<file path="src/rtl/cpu_run_sequencer_pkg.sv">
// Shared types and default addresses for the CPU run sequencer.
// Decides where IN/OUT words live in data memory and how long a run may last.
package cpu_seq_pkg;

   typedef enum logic [2:0] {
      IDLE = 3'd0,
      HALT = 3'd1,
      RSTL = 3'd2,
      WR1  = 3'd3,
      WR2  = 3'd4,
      RUN  = 3'd5,
      DONE = 3'd6
   } seq_state_t;

   localparam int unsigned DEF_RST_CYCLES = 4;
   localparam int unsigned DEF_RUN_MAX    = 1024;

   localparam logic [31:0] DEF_ADDR_IN1  = 32'h0000_0000;
   localparam logic [31:0] DEF_ADDR_IN2  = 32'h0000_0004;
   localparam logic [31:0] DEF_ADDR_OUT1 = 32'h0000_0020;
   localparam logic [31:0] DEF_ADDR_OUT2 = 32'h0000_0030;

   // OUT_1/OUT_2 are matched as whole words; byte lanes are irrelevant.
   function automatic logic word_match(input logic [29:0] word_addr,
                                       input logic [31:0] byte_addr);
      return word_addr == byte_addr[31:2];
   endfunction

endpackage

</file>
<file path="src/rtl/cpu_run_sequencer_if.sv">
// Bundle between the sequencer and its surroundings (LCD entry, CPU DM port, DataMem ctl port).
// master = sequencer side, slave = environment side.
interface cpu_run_sequencer_if;

   logic        input_valid;
   logic        input_sel;
   logic [31:0] input_value;

   logic        cpu_dm_cs;
   logic        cpu_dm_w;
   logic [31:0] cpu_dm_addr;
   logic [31:0] cpu_dm_wdata;

   logic        cpu_clk_en;
   logic        cpu_rstn;
   logic        dm_ctl_sel;
   logic        dm_ctl_w;
   logic [31:0] dm_ctl_addr;
   logic [31:0] dm_ctl_wdata;

   logic [31:0] in1;
   logic [31:0] in2;
   logic [31:0] out1;
   logic [31:0] out2;
   logic        busy;
   logic        timeout;

   modport master (
      input  input_valid, input_sel, input_value,
      input  cpu_dm_cs, cpu_dm_w, cpu_dm_addr, cpu_dm_wdata,
      output cpu_clk_en, cpu_rstn, dm_ctl_sel, dm_ctl_w, dm_ctl_addr, dm_ctl_wdata,
      output in1, in2, out1, out2, busy, timeout
   );

   modport slave (
      output input_valid, input_sel, input_value,
      output cpu_dm_cs, cpu_dm_w, cpu_dm_addr, cpu_dm_wdata,
      input  cpu_clk_en, cpu_rstn, dm_ctl_sel, dm_ctl_w, dm_ctl_addr, dm_ctl_wdata,
      input  in1, in2, out1, out2, busy, timeout
   );

endinterface

</file>
<file path="src/rtl/cpu_run_sequencer_snoop.sv">
// Watches the CPU data-memory port and flags committed stores to OUT_1 / OUT_2.
// Purely combinational; the sequencer decides what to do with the strobes.
module seq_store_snoop
   import cpu_seq_pkg::*;
#(
   parameter logic [31:0] ADDR_OUT1 = DEF_ADDR_OUT1,
   parameter logic [31:0] ADDR_OUT2 = DEF_ADDR_OUT2
) (
   input  logic        cs,
   input  logic        w,
   input  logic        en,
   input  logic [31:0] addr,
   output logic        cap_out1,
   output logic        cap_out2
);

   logic store;
   logic unused_lsb;

   assign unused_lsb = ^addr[1:0];

   always_comb begin
      store    = cs & w & en;
      cap_out1 = store & word_match(addr[31:2], ADDR_OUT1);
      cap_out2 = store & word_match(addr[31:2], ADDR_OUT2);
   end

endmodule

</file>
<file path="src/rtl/cpu_run_sequencer.sv">
// Halts, resets, preloads and runs the single-cycle CPU for each touch-screen entry.
//   state | meaning
//   IDLE  | nothing running, waiting for first entry
//   HALT  | CPU frozen one cycle, timeout flag cleared
//   RSTL  | cpu_rstn held low for RST_CYCLES cycles
//   WR1   | sequencer owns DataMem, writes in1 to ADDR_IN1
//   WR2   | sequencer owns DataMem, writes in2 to ADDR_IN2
//   RUN   | CPU clock enabled, stores snooped, run counter ticking
//   DONE  | run finished (OUT_2 store or timeout), results held
module cpu_run_sequencer
   import cpu_seq_pkg::*;
#(
   parameter int unsigned RST_CYCLES = DEF_RST_CYCLES,
   parameter int unsigned RUN_MAX    = DEF_RUN_MAX,
   parameter logic [31:0] ADDR_IN1   = DEF_ADDR_IN1,
   parameter logic [31:0] ADDR_IN2   = DEF_ADDR_IN2,
   parameter logic [31:0] ADDR_OUT1  = DEF_ADDR_OUT1,
   parameter logic [31:0] ADDR_OUT2  = DEF_ADDR_OUT2
) (
   input  logic                  clk,
   input  logic                  resetn,
   cpu_run_sequencer_if.master   bus
);

   localparam int unsigned RUN_W = $clog2(RUN_MAX) + 1;
   localparam int unsigned RST_W = $clog2(RST_CYCLES) + 1;

   localparam logic [RUN_W-1:0] RUN_LAST = RUN_W'(RUN_MAX - 1);
   localparam logic [RST_W-1:0] RST_LOAD = RST_W'(RST_CYCLES - 1);

   seq_state_t state, state_nxt;

   logic [RST_W-1:0] rst_cnt, rst_cnt_nxt;
   logic [RUN_W-1:0] run_cnt, run_cnt_nxt;

   logic [31:0] in1_q, in1_nxt;
   logic [31:0] in2_q, in2_nxt;
   logic [31:0] out1_q, out1_nxt;
   logic [31:0] out2_q, out2_nxt;
   logic        timeout_q, timeout_nxt;

   logic        clk_en_q, clk_en_nxt;
   logic        rstn_q, rstn_nxt;
   logic        sel_q, sel_nxt;
   logic        w_q, w_nxt;
   logic [31:0] addr_q, addr_nxt;
   logic [31:0] wdata_q, wdata_nxt;
   logic        busy_q, busy_nxt;

   logic snoop_en;
   logic cap_out1;
   logic cap_out2;

   assign snoop_en = clk_en_q & (state == RUN);

   seq_store_snoop #(
      .ADDR_OUT1 (ADDR_OUT1),
      .ADDR_OUT2 (ADDR_OUT2)
   ) u_snoop (
      .cs       (bus.cpu_dm_cs),
      .w        (bus.cpu_dm_w),
      .en       (snoop_en),
      .addr     (bus.cpu_dm_addr),
      .cap_out1 (cap_out1),
      .cap_out2 (cap_out2)
   );

   always_comb begin
      state_nxt   = state;
      rst_cnt_nxt = rst_cnt;
      run_cnt_nxt = run_cnt;
      in1_nxt     = in1_q;
      in2_nxt     = in2_q;
      out1_nxt    = out1_q;
      out2_nxt    = out2_q;
      timeout_nxt = timeout_q;

      // Entries are latched in every state; only IDLE/DONE/RUN react with a restart.
      if (bus.input_valid) begin
         if (bus.input_sel) in2_nxt = bus.input_value;
         else               in1_nxt = bus.input_value;
      end

      if (cap_out1) out1_nxt = bus.cpu_dm_wdata;
      if (cap_out2) out2_nxt = bus.cpu_dm_wdata;

      case (state)
         IDLE, DONE: begin
            if (bus.input_valid) state_nxt = HALT;
         end
         HALT: begin
            state_nxt   = RSTL;
            rst_cnt_nxt = RST_LOAD;
            timeout_nxt = 1'b0;
         end
         RSTL: begin
            if (rst_cnt == '0) state_nxt = WR1;
            else               rst_cnt_nxt = rst_cnt - 1'b1;
         end
         WR1: state_nxt = WR2;
         WR2: begin
            state_nxt   = RUN;
            run_cnt_nxt = '0;
         end
         RUN: begin
            // A new entry aborts the run; an OUT_2 store beats a same-cycle timeout.
            if (bus.input_valid) begin
               state_nxt = HALT;
            end else if (cap_out2) begin
               state_nxt = DONE;
            end else if (run_cnt == RUN_LAST) begin
               state_nxt   = DONE;
               timeout_nxt = 1'b1;
            end else begin
               run_cnt_nxt = run_cnt + 1'b1;
            end
         end
         default: state_nxt = IDLE;
      endcase

      // Outputs are decoded from the next state so they are registered alongside it.
      clk_en_nxt = (state_nxt == RUN);
      rstn_nxt   = (state_nxt != RSTL);
      sel_nxt    = (state_nxt == WR1) || (state_nxt == WR2);
      w_nxt      = sel_nxt;
      busy_nxt   = (state_nxt != IDLE) && (state_nxt != DONE);
      addr_nxt   = '0;
      wdata_nxt  = '0;
      if (state_nxt == WR1) begin
         addr_nxt  = ADDR_IN1;
         wdata_nxt = in1_nxt;
      end else if (state_nxt == WR2) begin
         addr_nxt  = ADDR_IN2;
         wdata_nxt = in2_nxt;
      end
   end

   always_ff @(posedge clk or negedge resetn) begin
      if (!resetn) begin
         state     <= IDLE;
         rst_cnt   <= '0;
         run_cnt   <= '0;
         in1_q     <= '0;
         in2_q     <= '0;
         out1_q    <= '0;
         out2_q    <= '0;
         timeout_q <= 1'b0;
         clk_en_q  <= 1'b0;
         rstn_q    <= 1'b1;
         sel_q     <= 1'b0;
         w_q       <= 1'b0;
         addr_q    <= '0;
         wdata_q   <= '0;
         busy_q    <= 1'b0;
      end else begin
         state     <= state_nxt;
         rst_cnt   <= rst_cnt_nxt;
         run_cnt   <= run_cnt_nxt;
         in1_q     <= in1_nxt;
         in2_q     <= in2_nxt;
         out1_q    <= out1_nxt;
         out2_q    <= out2_nxt;
         timeout_q <= timeout_nxt;
         clk_en_q  <= clk_en_nxt;
         rstn_q    <= rstn_nxt;
         sel_q     <= sel_nxt;
         w_q       <= w_nxt;
         addr_q    <= addr_nxt;
         wdata_q   <= wdata_nxt;
         busy_q    <= busy_nxt;
      end
   end

   assign bus.cpu_clk_en   = clk_en_q;
   assign bus.cpu_rstn     = rstn_q;
   assign bus.dm_ctl_sel   = sel_q;
   assign bus.dm_ctl_w     = w_q;
   assign bus.dm_ctl_addr  = addr_q;
   assign bus.dm_ctl_wdata = wdata_q;
   assign bus.in1          = in1_q;
   assign bus.in2          = in2_q;
   assign bus.out1         = out1_q;
   assign bus.out2         = out2_q;
   assign bus.busy         = busy_q;
   assign bus.timeout      = timeout_q;

endmodule

</file>
<file path="src/flat_wrapper.sv">
// flat-port wrapper written by rule: the top's interface ports become plain ports
module cpu_run_sequencer_flat import cpu_seq_pkg::*;
#(
   parameter int unsigned RST_CYCLES = DEF_RST_CYCLES,
   parameter int unsigned RUN_MAX    = DEF_RUN_MAX,
   parameter logic [31:0] ADDR_IN1   = DEF_ADDR_IN1,
   parameter logic [31:0] ADDR_IN2   = DEF_ADDR_IN2,
   parameter logic [31:0] ADDR_OUT1  = DEF_ADDR_OUT1,
   parameter logic [31:0] ADDR_OUT2  = DEF_ADDR_OUT2
)
  (clk, resetn, bus_input_valid, bus_input_sel, bus_input_value, bus_cpu_dm_cs, bus_cpu_dm_w, bus_cpu_dm_addr, bus_cpu_dm_wdata, bus_cpu_clk_en, bus_cpu_rstn, bus_dm_ctl_sel, bus_dm_ctl_w, bus_dm_ctl_addr, bus_dm_ctl_wdata, bus_in1, bus_in2, bus_out1, bus_out2, bus_busy, bus_timeout);
  cpu_run_sequencer_if bus_i ();
  input  logic clk;
  input  logic resetn;
  input wire logic [$bits(bus_i.input_valid)-1:0] bus_input_valid;
  input wire logic [$bits(bus_i.input_sel)-1:0] bus_input_sel;
  input wire logic [$bits(bus_i.input_value)-1:0] bus_input_value;
  input wire logic [$bits(bus_i.cpu_dm_cs)-1:0] bus_cpu_dm_cs;
  input wire logic [$bits(bus_i.cpu_dm_w)-1:0] bus_cpu_dm_w;
  input wire logic [$bits(bus_i.cpu_dm_addr)-1:0] bus_cpu_dm_addr;
  input wire logic [$bits(bus_i.cpu_dm_wdata)-1:0] bus_cpu_dm_wdata;
  output wire logic [$bits(bus_i.cpu_clk_en)-1:0] bus_cpu_clk_en;
  output wire logic [$bits(bus_i.cpu_rstn)-1:0] bus_cpu_rstn;
  output wire logic [$bits(bus_i.dm_ctl_sel)-1:0] bus_dm_ctl_sel;
  output wire logic [$bits(bus_i.dm_ctl_w)-1:0] bus_dm_ctl_w;
  output wire logic [$bits(bus_i.dm_ctl_addr)-1:0] bus_dm_ctl_addr;
  output wire logic [$bits(bus_i.dm_ctl_wdata)-1:0] bus_dm_ctl_wdata;
  output wire logic [$bits(bus_i.in1)-1:0] bus_in1;
  output wire logic [$bits(bus_i.in2)-1:0] bus_in2;
  output wire logic [$bits(bus_i.out1)-1:0] bus_out1;
  output wire logic [$bits(bus_i.out2)-1:0] bus_out2;
  output wire logic [$bits(bus_i.busy)-1:0] bus_busy;
  output wire logic [$bits(bus_i.timeout)-1:0] bus_timeout;
  assign bus_i.input_valid = bus_input_valid;
  assign bus_i.input_sel = bus_input_sel;
  assign bus_i.input_value = bus_input_value;
  assign bus_i.cpu_dm_cs = bus_cpu_dm_cs;
  assign bus_i.cpu_dm_w = bus_cpu_dm_w;
  assign bus_i.cpu_dm_addr = bus_cpu_dm_addr;
  assign bus_i.cpu_dm_wdata = bus_cpu_dm_wdata;
  assign bus_cpu_clk_en = bus_i.cpu_clk_en;
  assign bus_cpu_rstn = bus_i.cpu_rstn;
  assign bus_dm_ctl_sel = bus_i.dm_ctl_sel;
  assign bus_dm_ctl_w = bus_i.dm_ctl_w;
  assign bus_dm_ctl_addr = bus_i.dm_ctl_addr;
  assign bus_dm_ctl_wdata = bus_i.dm_ctl_wdata;
  assign bus_in1 = bus_i.in1;
  assign bus_in2 = bus_i.in2;
  assign bus_out1 = bus_i.out1;
  assign bus_out2 = bus_i.out2;
  assign bus_busy = bus_i.busy;
  assign bus_timeout = bus_i.timeout;
  cpu_run_sequencer #(.RST_CYCLES(RST_CYCLES), .RUN_MAX(RUN_MAX), .ADDR_IN1(ADDR_IN1), .ADDR_IN2(ADDR_IN2), .ADDR_OUT1(ADDR_OUT1), .ADDR_OUT2(ADDR_OUT2)) u_core (.clk(clk), .resetn(resetn), .bus(bus_i));
endmodule
</file>
<file path="config.mk">
export PLATFORM = sky130hd
export DESIGN_NAME = cpu_run_sequencer_flat
export DESIGN_NICKNAME = d
export VERILOG_FILES = /design/src/rtl/cpu_run_sequencer_pkg.sv /design/src/rtl/cpu_run_sequencer_if.sv /design/src/rtl/cpu_run_sequencer_snoop.sv /design/src/rtl/cpu_run_sequencer.sv /design/src/flat_wrapper.sv
export SDC_FILE = /design/constraint.sdc
export NUM_CORES = 1
export LEC_CHECK = 0
export ABC_CLOCK_PERIOD_IN_PS = 3500
export CAP_MARGIN = 25
export CORE_ASPECT_RATIO = 0.9
export CORE_MARGIN = 2
export CORE_UTILIZATION = 45
export CTS_BUF_LIST = sky130_fd_sc_hd__clkbuf_8
export DETAILED_ROUTE_END_ITERATION = 6
export PLACE_DENSITY = 0.93
export SKIP_CTS_REPAIR_TIMING = 1
export SYNTH_ARGS = -nofsm -noshare
export SYNTH_HDL_FRONTEND = slang
export SYNTH_HIERARCHICAL = 1
export SYNTH_SLANG_ARGS = --single-unit
</file>
<file path="constraint.sdc">
create_clock -name clk -period 3.5 [get_ports clk]
set_input_delay 0.7 -clock clk [delete_from_list [all_inputs] [get_ports clk]]
set_output_delay 0.7 -clock clk [all_outputs]
set_load 0.03 [all_outputs]
</file>
# --- Word level (Yosys, flattened, before mapping) ---
# Index checks and enable logic that the tools add are counted.
word_totals:
  n_memories: 0
  ramBits: 0
  latch_bits: 0
  wordCells: 76
  regBits: 214
  rom_bits: 0
classes:
  div_mod_pow: 0
  shifts: 0
  eq_ne: 19
  n_mul: 0
  n_lt_le_gt_ge: 0
  muxes: 24
  bitwise: 5
  n_addsub: 2
  reduce_logical: 12
ops:
  columns: ["cell", "n"]
  rows:
  - ["$mux 32", 7]
  - ["$eq 30x4->1 const B", 2]
  - ["$mux 11", 3]
  - ["$pmux 11 s2", 1]
  - ["$mux 3", 7]
  - ["$pmux 3 s6", 1]
  - ["$eq 3x3->1 const B", 5]
  - ["$add 11x1->11 const B", 1]
  - ["$eq 11x10->1 const B", 1]
  - ["$ne 2x2->1 const B", 5]
  - ["$eq 3x2->1 const B", 3]
  - ["$reduce_and 4->1", 2]
  - ["$logic_not 3->1", 2]
  - ["$pmux 3 s2", 1]
  - ["$reduce_bool 2->1", 3]
  - ["$and 1x1->1", 5]
  - ["$eq 3x1->1 const B", 1]
  - ["$mux 1", 3]
  - ["$ne 3x2->1 const B", 1]
  - ["$ne 3x3->1 const B", 1]
  - ["$reduce_bool 3->1", 1]
  - ["$sub 3x1->3 const B", 1]
  - ["$pmux 1 s2", 1]
  - ["$reduce_and 2->1", 1]
  - ["3 further kinds", 3]

# --- Logic depth before layout (Yosys ltp) ---
logic_depth:
  ltp_word: 10
  depth_mapped: 11
  mapped_depth_nobuf: 10

# --- Cells and area by module ---
# The synthesis kept the hierarchy.
modules_own_cells:
  columns: ["mod", "n_inst", "cells_each", "seq_area_each_um2", "area_each_um2"]
  rows:
  - ["cpu_run_sequencer", 1, 515, 4580.6, 7390.8]
  - ["seq_store_snoop", 1, 15, 0.0, 115.1]

# --- Least setup slack after synthesis ---
# No wires, ideal clock.
synth_path:
  path_kind: "register to register"
  from: "register u_core.state[1]"
  to: "register u_core.run_cnt[6]"
  n_path_buf: 2
  setup_time_ns: 0.078
  period_less_slack_ns: 2.612
  setup_slack_ns: 0.888
  t_arrival_ns: 2.534
  stages_incl_launch_ff: 12
  cell_sequence: "dfrtp_1 clkbuf_1 nor2_1 and3_1 nor4b_2 nand4_1 nor3_1 buf_6 nor4b_4 nand2b_2 or4_1 a21oi_1"
synth_via:
  elab_chain_len: 6
synth_lines:
  columns: ["element", "line", "text"]
  rows:
  - ["from (decl)", "cpu_run_sequencer.sv:31", "seq_state_t state, state_nxt;"]
  - ["from (signal assigned)", "cpu_run_sequencer.sv:156", "state <= state_nxt;"]
  - ["$eq 3x3->1", "cpu_run_sequencer.sv:54", "assign snoop_en = clk_en_q & (state == RUN);"]
  - ["$and 1x1->1", "cpu_run_sequencer.sv:54", null]
  - ["via u_core.snoop_en", "cpu_run_sequencer.sv:50", "logic snoop_en;"]
  - ["$and 1x1->1", "cpu_run_sequencer_snoop.sv:23", "store = cs & w & en;"]
  - ["$and 1x1->1", "cpu_run_sequencer_snoop.sv:25", "cap_out2 = store & word_match(addr[31:2], ADDR_OUT2);"]
  - ["via u_core.cap_out2", "cpu_run_sequencer.sv:52", "logic cap_out2;"]
  - ["$ne 2x2->1 (no source line)", null, null]
  - ["$reduce_and 4->1 (no source line)", null, null]
  - ["to (signal assigned)", "cpu_run_sequencer.sv:158", "run_cnt <= run_cnt_nxt;"]
  - ["to (decl)", "cpu_run_sequencer.sv:34", "logic [RUN_W-1:0] run_cnt, run_cnt_nxt;"]
# The timed path passes the listed nets, and every way through them passes these cells.
# A chain may end at the register's enable or synchronous reset.

# --- Worst setup path after layout ---
# Same ends and word-level chain as after synthesis.

==> impl_summary.txt <==
----------------------------------------------------
[Finish]
  Most frequent cells in the layout ... sky130_fd_sc_hd__clkdlybuf4s50_1, sky130_fd_sc_hd__dfrtp_1, sky130_fd_sc_hd__mux2_2, sky130_fd_sc_hd__a32o_1, sky130_fd_sc_hd__conb_1
  Layout cell share with drive strength beyond 1 ... 22.2%
  Area Overhead vs Synth ... 42.7%
  Most common library cell in the layout ignoring fill and taps ... sky130_fd_sc_hd__clkdlybuf4s50_1
  Antenna diode count ... 0
  Final Instance Area ... 10700 µm²
  NumNets Final ... 903

[Setup path]
  Nature of the critical path startpoint ... flip-flop
  Worst r2r path cells ... 10
  Worst setup EP type ... flip-flop
  Critical path data required time ... 3.86 ns
  Data arrival, critical path ... 3.26 ns
  R2r endpoint ... u_core/run_cnt[6]
  Worst R2R Start ... u_core/state[1]
  Reg-to-reg setup timing slack ... 0.60 ns
  Critical path class ... reg -> reg
  Crit path max fanout ... 15

[Routing]
  DRT Pass-1 Iters ... 7
  Ratio of routed vias to standard cells ... 5.33
  Antenna violation net count after detailed routing ... 0
  Post-DR wirelength/cell ... 19.1 µm
  Remaining DRCs ... 22
  Total length of routed wires ... 19400 µm
  Count of vias placed by the detailed router ... 5416
  First DRT Iteration DRCs ... 292

[STA]
  Number of hold-slack violations in the final timing report ... 0
  Clock period minus worst slack ... 2.90 ns
  Worst slew margin relative to its limit ... 42.0%
  Skew final ... 0.0124 ns
  Max Clk Rate ... 345 MHz
  Total negative setup slack ... 0 ns
  RSZ-0062 raised after global routing ... no
  Slew at the pin with the worst max-slew slack ... 0.869 ns
  Finish-stage setup viols ... 0
  Fin crit share ... 82.9%
  Final Max Slew Viols ... 0

[Placement]
  Count of buffers inserted at the top-level ports ... 266
  Placed Area ... 10300 µm²
  Half-perimeter wire length after placement ... 14600 µm
  Global placer's final weighted congestion ... 0.849

[Synthesis]
  Synth cell types ... 48
  Number of warnings reported in the yosys synthesis log ... 6
  Post-synth top flop ... sky130_fd_sc_hd__dfrtp_1
  Mapped Avg Cell Area ... 14.2 µm²
  Share of the yosys chip area belonging to registers ... 61.0%
  Async set or reset register ratio after synthesis ... 100%
  Count of mapped cells out of synthesis ... 530
  Synthesized flop and latch total ... 183
  Count of flip-flops with a built-in enable after synthesis ... 0
  Post-Synthesis Cell Area ... 7510 µm²

[Floorplan]
  X dimension of the die ... 140 µm
  Area of the core ... 16200 µm²
  Floorplan row count ... 44
  Die outline height ... 127 µm
  Number of I/O pins ... 300
  Area enclosed by the die boundary ... 17700 µm²
  Initial Utilization ... 46.2%

[CTS]
  Clock tree from TritonCTS ... yes
  Insertion delay to the later sink of the worst-skew pair ... 0.44 ns
  Number of CTS-inserted buffers ... 17
  Root buffer cell ... sky130_fd_sc_hd__clkbuf_8
  Num Clock Sinks ... 183
  Clk slew on worst S/H paths ... 0.10 ns
  Max clock buf depth ... 2
  Total number of H-tree levels ... 4

[Pwr]
  Power density over the cells ... 533 nW/µm²
  Peak supply drop ... 303 µV
  Total leakage power ... 4.70 nW

[Hold path]
  Classification of the worst-slack hold path ... in -> async

[Global routing]
  Number of antenna violations at the first check in global routing ... 0
  Wire length of the first global-routing pass ... 30500 µm
  Vias in the first global route ... 5522
  Final global-route overflow total ... 0
  Largest net degree at the start of global routing ... 68
  Total track usage ... 22.4%

[Job]
  Max-cap violations ... 0

[Outcome]
  Status ... complete, but fails checks
  Violated checks ... DRC

----------------------------------------------------
-- cell usage after synthesis, types with 3 or more instances --
library cell / n / area, µm²
sky130_fd_sc_hd__buf_2: 10 / 50.1
sky130_fd_sc_hd__nand2_1: 13 / 48.8
sky130_fd_sc_hd__nor2_1: 9 / 33.8
sky130_fd_sc_hd__nor3_1: 8 / 40.0
sky130_fd_sc_hd__nor4_2: 3 / 37.5
sky130_fd_sc_hd__mux2_1: 5 / 56.3
sky130_fd_sc_hd__and3_1: 4 / 25.0
sky130_fd_sc_hd__o311ai_0: 3 / 26.3
sky130_fd_sc_hd__dfrtp_1: 182 / 4550
sky130_fd_sc_hd__nand4_1: 5 / 31.3
sky130_fd_sc_hd__buf_1: 6 / 22.5
sky130_fd_sc_hd__or3_1: 3 / 18.8
sky130_fd_sc_hd__inv_1: 7 / 26.3
sky130_fd_sc_hd__nand3_1: 6 / 30.0
sky130_fd_sc_hd__o22a_1: 3 / 26.3
sky130_fd_sc_hd__ha_1: 3 / 37.5
sky130_fd_sc_hd__buf_4: 33 / 248
sky130_fd_sc_hd__nor2b_1: 3 / 18.8
sky130_fd_sc_hd__a31oi_1: 3 / 18.8
sky130_fd_sc_hd__clkbuf_1: 13 / 48.8
sky130_fd_sc_hd__a22oi_1: 3 / 22.5
sky130_fd_sc_hd__a21oi_1: 10 / 50.1
sky130_fd_sc_hd__a32o_1: 33 / 330
sky130_fd_sc_hd__nor4_1: 4 / 25.0
sky130_fd_sc_hd__o21ai_0: 10 / 50.1
sky130_fd_sc_hd__mux2_2: 123 / 1390
-- how the worst max path moves through the flow --
| stage | to | slack (ns) | start | cells past startpoint |
|---|---|---|---|---|
| floorplan | u_core/run_cnt[6] | 0.89 | u_core/state[1] | 11 |
| global placement | u_core/run_cnt[7] | 0.47 | bus_cpu_dm_addr[24] | 9 |
| detailed placement | u_core/bus.out1[30] | 0.41 | bus_cpu_dm_addr[19] | 6 |
| CTS | u_core/run_cnt[6] | 0.62 | u_core/state[1] | 10 |
| global route | u_core/run_cnt[6] | 0.43 | u_core/state[1] | 10 |
| finish | u_core/run_cnt[6] | 0.60 | u_core/state[1] | 10 |
-- sequential cells by signal (all words and copies together) (netlist names) --
name and flops:
u_core/bus.busy 1, u_core/bus.out2 32, u_core/bus.timeout 1, u_core/run_cnt 11, u_core/state 3, u_core/bus.dm_ctl_wdata 32, u_core/bus.cpu_rstn 1, u_core/bus.cpu_clk_en 1
u_core/rst_cnt 3, u_core/bus.in2 32, u_core/bus.in1 32, u_core/bus.dm_ctl_addr 1, u_core/bus.dm_ctl_w 1, u_core/bus.out1 32
-- power by group --
group	internal (mW)	leakage (nW)	switching [mW]
logic	0.740	2.11	1.05
registers	2.36	2.39	0.152
clock network	0.670	0.204	0.742
-- per-stage QoR --
stage / hold WS (ns) / instances / setup slack [ns] / power [mW] / utilization (%)
3_5_place_dp: 0.479 / 986 / 0.408 / 4.34 / 63.6
4_1_cts: 0.227 / 1016 / 0.620 / 5.74 / 65.9
6_report: 0.230 / 1016 / 0.600 / 5.71 / 65.9
2_1_floorplan: 0.404 / 560 / 0.888 / 3.57 / -
3_3_place_gp: 0.477 / 986 / 0.466 / 4.29 / 63.6
5_1_grt: 0.242 / 1016 / 0.432 / 5.98 / 65.9
-- layout make-up --
type,count,area (µm²)
timing repair buffer,282,2810
inverter,7,26.3
multi-input combinational,307,2650
sequential,183,4580
tap,207,259
clock buffer,19,262
clock inverter,11,123
fill,1130,5530
-- logic make-up after synthesis --
kind of cell	count (synthesis)	share of synthesized area, %
multiplexers	129	19.3
adder cells (fa/ha/maj)	4	0.633
AND/OR/NAND/NOR	71	5.80
other	1	0.0500
AO/OA/AOI/OAI	72	7.73
flip-flops	183	61.0
buffers and inverters	70	5.42
-- worst max-delay path, stage by stage (launching register included) --
cell and delay [ns]:
sky130_fd_sc_hd__dfrtp_1 0.62, sky130_fd_sc_hd__nor2_1 0.12, sky130_fd_sc_hd__and3_1 0.25, sky130_fd_sc_hd__nor4b_2 0.17, sky130_fd_sc_hd__nand4_1 0.14, sky130_fd_sc_hd__nor3_2 0.07, sky130_fd_sc_hd__buf_4 0.21, sky130_fd_sc_hd__nor4b_4 0.42
sky130_fd_sc_hd__nand2b_2 0.17, sky130_fd_sc_hd__or4_1 0.49, sky130_fd_sc_hd__a21oi_1 0.15
-- routing by layer --
metal,vias to the layer above,GRT usage (%),part of all wire [%]
met4,0,8.79,2.3
met3,26,7.40,9.0
met1,2703,26.5,38
met5,-,0,0
met2,253,38.0,51
li1,2434,-,-
Power figures use the tool's default switching activity.
